[config.mk]
export PLATFORM = sky130hd
export DESIGN_NAME = fifo_ring
export DESIGN_NICKNAME = d
export VERILOG_FILES = /design/src/rtl/fifo_ring.sv
export SDC_FILE = /design/constraint.sdc
export NUM_CORES = 1
export LEC_CHECK = 0
export CAP_MARGIN = 20
export CORE_MARGIN = 2
export CORE_UTILIZATION = 54
export DETAILED_ROUTE_END_ITERATION = 8
export PLACE_DENSITY = 0.75
export REMOVE_ABC_BUFFERS = 1
export SETUP_SLACK_MARGIN = 0.2
export SYNTH_ARGS = -nofsm -noshare
export SYNTH_HDL_FRONTEND = slang
export SYNTH_SLANG_ARGS = --single-unit
export TNS_END_PERCENT = 50
[constraint.sdc]
create_clock -name clk -period 5.1 [get_ports clk]
set_input_delay 0.51 -clock clk [delete_from_list [all_inputs] [get_ports clk]]
set_output_delay 0.51 -clock clk [all_outputs]
set_load 0.03 [all_outputs]
[src/rtl/fifo_ring.sv]
// Pointer-based circular FIFO with show-ahead output, threshold flags, free-slot count,
// synchronous flush and sticky overflow/underflow flags; push/drop level- or edge-sensitive.
module fifo_ring #(
  parameter int DATA_WIDTH   = 32,
  parameter int FIFO_LENGTH  = 16,
  parameter int EDGE_MODE    = 0,
  parameter int AF_TH        = 12,
  parameter int AE_TH        = 2,
  parameter int COUNTER_SIZE = $clog2(FIFO_LENGTH + 1)
) (
  input  logic                    clk,
  input  logic                    rst,
  input  logic                    flush,
  input  logic [DATA_WIDTH-1:0]   data_i,
  input  logic                    push,
  output logic [DATA_WIDTH-1:0]   data_o,
  input  logic                    drop,
  output logic                    fifo_empty,
  output logic                    fifo_full,
  output logic                    almost_empty,
  output logic                    almost_full,
  output logic [COUNTER_SIZE-1:0] awaiting_count,
  output logic [COUNTER_SIZE-1:0] free_count,
  output logic                    overflow,
  output logic                    underflow,
  input  logic                    clear_err
);

  localparam int PTR_W = (FIFO_LENGTH > 2) ? $clog2(FIFO_LENGTH) : 1;
  localparam logic [PTR_W-1:0]        L_LAST = PTR_W'(FIFO_LENGTH - 1);
  localparam logic [COUNTER_SIZE-1:0] L_LEN  = COUNTER_SIZE'(FIFO_LENGTH);
  localparam logic [COUNTER_SIZE-1:0] L_AF   = COUNTER_SIZE'(AF_TH);
  localparam logic [COUNTER_SIZE-1:0] L_AE   = COUNTER_SIZE'(AE_TH);
  localparam logic [COUNTER_SIZE-1:0] L_ONE  = COUNTER_SIZE'(1);

  if (FIFO_LENGTH < 2 || AF_TH < 0 || AF_TH > FIFO_LENGTH ||
      AE_TH < 0 || AE_TH > FIFO_LENGTH) begin : g_bad_params
    $error("fifo_ring: FIFO_LENGTH must be >= 2 and thresholds within 0..FIFO_LENGTH");
  end

  logic [DATA_WIDTH-1:0]   r_mem [FIFO_LENGTH];
  logic [PTR_W-1:0]        r_wr_ptr;
  logic [PTR_W-1:0]        r_rd_ptr;
  logic [COUNTER_SIZE-1:0] r_count;
  logic                    r_overflow;
  logic                    r_underflow;

  logic w_p;
  logic w_d;
  logic w_empty;
  logic w_full;
  logic w_wr_en;
  logic w_rd_en;
  logic w_ovf_set;
  logic w_udf_set;

  // Request semantics: push offers data_i for storage at the next edge; drop
  // declares that the current data_o has been consumed. Neither is back-pressured;
  // a request the FIFO cannot honour is discarded and recorded in the sticky flags.
  if (EDGE_MODE != 0) begin : g_edge
    logic r_push_d;
    logic r_drop_d;
    always_ff @(posedge clk) begin
      if (rst) begin
        r_push_d <= 1'b0;
        r_drop_d <= 1'b0;
      end else begin
        r_push_d <= push;
        r_drop_d <= drop;
      end
    end
    assign w_p = push & ~r_push_d;
    assign w_d = drop & ~r_drop_d;
  end else begin : g_level
    assign w_p = push;
    assign w_d = drop;
  end

  function automatic logic [PTR_W-1:0] f_next(input logic [PTR_W-1:0] ptr);
    return (ptr == L_LAST) ? '0 : ptr + PTR_W'(1);
  endfunction

  assign w_empty   = (r_count == '0);
  assign w_full    = (r_count == L_LEN);
  // A simultaneous drop frees the head slot, so a push on a full FIFO still lands.
  assign w_wr_en   = ~flush & w_p & (w_d | ~w_full);
  assign w_rd_en   = ~flush & w_d & ~w_empty;
  assign w_ovf_set = ~flush & w_p & w_full & ~w_d;
  assign w_udf_set = ~flush & w_d & w_empty;

  always_ff @(posedge clk) begin
    if (!rst && w_wr_en) begin
      r_mem[r_wr_ptr] <= data_i;
    end
  end

  always_ff @(posedge clk) begin
    if (rst) begin
      r_wr_ptr    <= '0;
      r_rd_ptr    <= '0;
      r_count     <= '0;
      r_overflow  <= 1'b0;
      r_underflow <= 1'b0;
    end else begin
      r_overflow  <= w_ovf_set | (r_overflow & ~clear_err);
      r_underflow <= w_udf_set | (r_underflow & ~clear_err);
      if (flush) begin
        r_wr_ptr <= '0;
        r_rd_ptr <= '0;
        r_count  <= '0;
      end else begin
        if (w_wr_en) r_wr_ptr <= f_next(r_wr_ptr);
        if (w_rd_en) r_rd_ptr <= f_next(r_rd_ptr);
        case ({w_wr_en, w_rd_en})
          2'b10:   r_count <= r_count + L_ONE;
          2'b01:   r_count <= r_count - L_ONE;
          default: r_count <= r_count;
        endcase
      end
    end
  end

  assign data_o         = w_empty ? '0 : r_mem[r_rd_ptr];
  assign fifo_empty     = w_empty;
  assign fifo_full      = w_full;
  assign almost_empty   = (r_count <= L_AE);
  assign almost_full    = (r_count >= L_AF);
  assign awaiting_count = r_count;
  assign free_count     = L_LEN - r_count;
  assign overflow       = r_overflow;
  assign underflow      = r_underflow;

endmodule

== Word level (Yosys, flattened, before mapping) ==
Memories as Yosys holds them, arrays and structs flattened. A register that Yosys moved wholly into a read port is not among the register bits.
Index checks and enable logic that the tools add are counted.
Storage, ports and cells
  bits in registers: 15
  word-level logic and storage cells: 48
  input port bits: 38
  RAM bits: 512
  memories: 1
Cells by class
  multiplexer cells: 8
  reductions and logical operators: 5
  add/subtract/negate cells: 5
  bitwise operators: 17
  $lt $le $gt $ge: 2
  eq/ne operators: 5
Memory list
  r_mem: words 16, bits a word 32, rd ports 1, clocked after Yosys merged registers in 1, wr ports 1, RTL line 41  | logic [DATA_WIDTH-1:0] r_mem [FIFO_LENGTH];
Operator list (number)
  32-bit two-way mux: 1
  4-bit two-way mux: 4
  5-bit one-hot mux with 2 select lines: 1
  1-bit bitwise AND: 9
  4-bit by 1-bit adder with 4-bit output (second input constant): 2
  4-bit equality test (second input constant): 2
  5-bit by 1-bit adder with 5-bit output (second input constant): 1
  5-bit equality test (second input constant): 1
  5-bit by 4-bit greater-or-equal comparator with 1-bit output (second input constant): 1
  5-bit by 2-bit <= comparator with 1-bit output (second input constant): 1
  5-bit logical NOT: 1
  1-bit inverter: 5
  5-bit by 1-bit subtractor with 5-bit output (second input constant): 1
  5-bit subtractor (first input constant): 1
  1-bit OR: 3
  2-bit by 1-bit equality test with 1-bit output (second input constant): 1
  2-bit equality test (second input constant): 1
  1-bit two-way mux: 2
  2-bit nonzero test: 1
  2-bit OR reduction: 1
  1-bit logical AND: 1
  1-bit logical NOT: 1

== Logic depth before layout (Yosys ltp) ==
  depth after elaboration: 7
  depth in mapped cells: 16

== Worst setup path before layout ==
Ideal clock, no wire load.
  path type: reg2reg
  from: register r_count[1] (netlist: awaiting_count[1])
  to: memory r_mem[15][0] (enable)
  path buffers: 2
  arrival time: 5.123 ns
  setup slack: -0.525 ns
  cell stages (with the launch flop): 10
  cell sequence: dfxtp_1 clkbuf_1 inv_1 ha_1 and2_1 ha_1 nand2b_1 nand2_1 clkbuf_1 nor4_1
On the way
  word-level cells in the longest chain between the ends: 7
RTL lines
  start, declared: RTL line 44  | logic [COUNTER_SIZE-1:0] r_count;
  start signal, assigned: RTL line 115  | 2'b10: r_count <= r_count + L_ONE;
  start signal, assigned: RTL line 116  | 2'b01: r_count <= r_count - L_ONE;
  start signal, assigned: RTL line 117  | default: r_count <= r_count;
  5-bit equality test: RTL line 84  | assign w_full = (r_count == L_LEN);
  named net fifo_full: RTL line 19  | output logic fifo_full,
  1-bit inverter: RTL line 86  | assign w_wr_en = ~flush & w_p & (w_d | ~w_full);
  1-bit OR: RTL line 86
  1-bit bitwise AND: RTL line 86
  1-bit logical AND: RTL line 92  | if (!rst && w_wr_en) begin
  1-bit two-way mux: RTL line 92
  1-bit two-way mux (implied by the code): RTL line 93  | r_mem[r_wr_ptr] <= data_i;
  end, declared: RTL line 41
The timed path passes the listed nets, and every way through them passes these cells.

== Final worst setup path ==
  from: register r_count[1] (netlist: awaiting_count[1])
  to: output data_o[1]
On the way
  word-level cells in the longest chain between the ends: 2
RTL lines
  5-bit logical NOT: RTL line 83  | assign w_empty = (r_count == '0);
  32-bit two-way mux: RTL line 123  | assign data_o = w_empty ? '0 : r_mem[r_rd_ptr];
  end, declared: RTL line 16  | output logic [DATA_WIDTH-1:0] data_o,
No other way between the ends.

==> metrics <==
startpoint types=register; fill cell count=2684; Syn Area/Cell=17.52 sq um; Net Sw Power=around 1.7 mW; routed vias/inst=5.959; final hold slack=0.5196 ns; most common cell after layout, fill and taps aside=edfxtp_1; Gate power share=between 2 and 3%; TritonCTS Buffers=51; worst r2r src=awaiting_count[1]; FF-to-FF setup slack=1.37 ns; critical path endpoint category=output pin; DRT iter0 DRCs=1124; Power Internal=6.969 mW; Seq pwr share=55.5%; non-filler instance count after layout=1847; routed wl met2=21600 um; Layout area overhead=15.50%; final wirelength=about 45000 um; hold endpoint=overflow; Ports=86; M1 WL=between 15000 and 20000 um; Clock power frac=41.9%; Clock Sinks=531; Routed wire per std cell=24.16 um; vias in the first global route=approximately 11000; flops & latches, synth=approximately 530; Die ar.=slightly above 40000 sq um; cell row count=72; Synth Flop Type=edfxtp_1; H-tree levels=2; quantity of hold-fixing buffers added after cts=0; DRT Pass-1 Iters=5; Post-CTS Resized=0; power per cell area=approximately 360 nW/um^2; PortBufs=85; Core ar.=between 30000 and 40000 sq um; Min-Delay Path Class=register to register; Total Nets Final=1337; GRT Total Usage=between 20% and 30%; critical path class=register to output pin; CTS tree=done; global-route wire length before repair=67160 um; Post-synth ARST share=0%; register area=around 16000 sq um; GP Congestion=0.7421; Starting Density=54.40%; Crit Path Max Fanout=18; Leak Pwr=around 7.3 nW; synthesized cell area=20880 sq um; Die H=200.6 um; hold_sp=overflow; Max rail drop VDD=253.8 uV; layout cells sized above 1=10.24%; MaxCap Viol Count=0; Max clock buf depth=3; via count=11010; setup bufs post-CTS=0; clock skew=approximately 0.02 ns; area of the multi-input gates=4837 sq um; largest net degree at the start of global routing=64; grt ovf=0; slew margin rel.=21.92%; Synth cell types=45; CP arrival=3.92 ns; RR Endpoint=r_mem[9][25]; clock root cell=clkbuf_16; worst skew pair latency=0.56 ns; highest clock rate=225.9 MHz; cells on worst reg2reg path=8; Fin. Hold Viols=0; Cells after Synth=between 1000 and 1500; Max Used Layer=met5; Post-synth EDFFs=512; Antenna Nets Post-Route=0; Cell Area, Placed=22360 sq um; Clock Pin Slew Worst Setup and Hold Paths=0.06 ns; Crit path required time=4.59 ns; Die Span X=200.6 um; hold path cells=2; fin crit share=86.79%; commonest non-fill, non-tap cells in the layout=edfxtp_1, mux2i_1, a22oi_1, clkdlybuf4s50_1, nand2_1; hpwl dp=between 20000 and 25000 um; minimum clock period after layout=4.426 ns; Met3 Wirelength=3011 um; transition time of the tightest slew-check pin=1.171 ns; drt drc=0; Post-Layout Inst Area=approximately 24000 sq um; initial antenna violation count=2; Placed Cells=1745; Post-Route Setup TNS=0 ns; switching share of power=between 15 and 20%; Setup crit start=awaiting_count[1]; Max Transition Viols Final=0; RSZ-0062 raised after global routing=no; register area share after synthesis=75.46%; Setup-failing EPs final=0; outcome=complete, no violations; Yosys warning total=0
[worst max-delay path, cell delays in order (launching register included)]
cell and delay (ns):
dfxtp_1 0.50, inv_1 0.10, ha_1 0.21, and2_1 0.16, ha_1 0.25, or2_2 0.54, buf_4 0.33, a221oi_1 0.21
o21ai_0 0.13, o21ai_1 0.19, clkdlybuf4s50_1 0.74
[synth_stat cells (3+ instances only)]
cell type	instances	area [sq um]
edfxtp_1	512	15370
mux2i_1	236	2362
buf_4	4	30.03
a221oi_1	12	105.1
nand3_1	4	20.02
xor2_1	4	35.03
inv_1	15	56.30
and2_1	10	62.56
a22oi_1	104	780.8
nor2_1	17	63.81
nand2_1	65	244.0
a21oi_1	9	45.04
nor2b_1	5	31.28
clkbuf_1	34	127.6
o21ai_0	12	60.06
mux4_2	12	270.3
o22ai_1	20	125.1
nor4_1	5	31.28
buf_1	6	22.52
dfxtp_1	19	380.4
ha_1	12	150.1
xnor2_1	3	26.28
buf_2	26	130.1
or3_1	4	25.02
o21ai_1	17	85.08
[flip-flops by register name (all words and copies together), names as in the netlist, named ones only]
name and count:
underflow 1, r_wr_ptr 4, overflow 1, awaiting_count 5, r_rd_ptr 4, r_mem 512
[cells by family (layout without fill, tap and decap cells)]
kind of cell	count (synthesis)	in the layout	share of synthesized area (%)
flip-flops	531	531	75.46
multiplexers	249	249	12.66
AO/OA/AOI/OAI	181	181	6.161
AND/OR/NAND/NOR	126	126	2.894
buffers and inverters	86	222	1.810
adder cells (fa/ha/maj)	12	12	0.7191
XOR/XNOR	7	7	0.2936
other	0	1	0
[worst max path at each step]
stage          cells past startpoint       endpoint
2_1_floorplan                      3     data_o[11]
3_3_place_gp                       5  r_mem[10][12]
3_5_place_dp                       5   r_mem[11][3]
4_1_cts                            9     data_o[11]
5_1_grt                            9     data_o[29]
6_report                          10      data_o[1]
[layout make-up]
type / instances / share of cell area, %
Multi-Input combinational cell: 575 / 20.06
Clock inverter: 24 / 0.7316
Antenna cell: 1 / 0.01038
Inverter: 15 / 0.2335
Clock buffer: 70 / 5.930
Sequential cell: 531 / 65.35
Tap cell: 518 / 2.688
Timing Repair Buffer: 113 / 5.002
[routing by layer]
layer	up-vias	track usage, %
met2	398	36.30
met5	-	0
met1	5616	30.35
met3	69	3.945
li1	4922	-
met4	2	6.243
[power groups by stage]
stage | clock (mW) | sequential (mW) | combinational [mW]
floorplan | 0 | 4.90 | 0.0944
global placement | 0 | 4.89 | 0.213
detailed placement | 0 | 4.89 | 0.219
CTS | 3.64 | 4.80 | 0.221
global route | 3.82 | 4.79 | 0.240
finish | 3.62 | 4.79 | 0.223
[per-stage QoR]
stage | utilization (%) | power (mW) | worst slack (ns)
5_1_grt | 62.84 | 8.849 | 0.4546
2_1_floorplan | - | 4.990 | -4.992
6_report | 62.84 | 8.633 | 0.6736
3_5_place_dp | 58.26 | 5.107 | 1.178
3_3_place_gp | 58.26 | 5.100 | 1.266
4_1_cts | 62.45 | 8.656 | 0.6600
No activity file was read; power rests on OpenSTA's default activity.
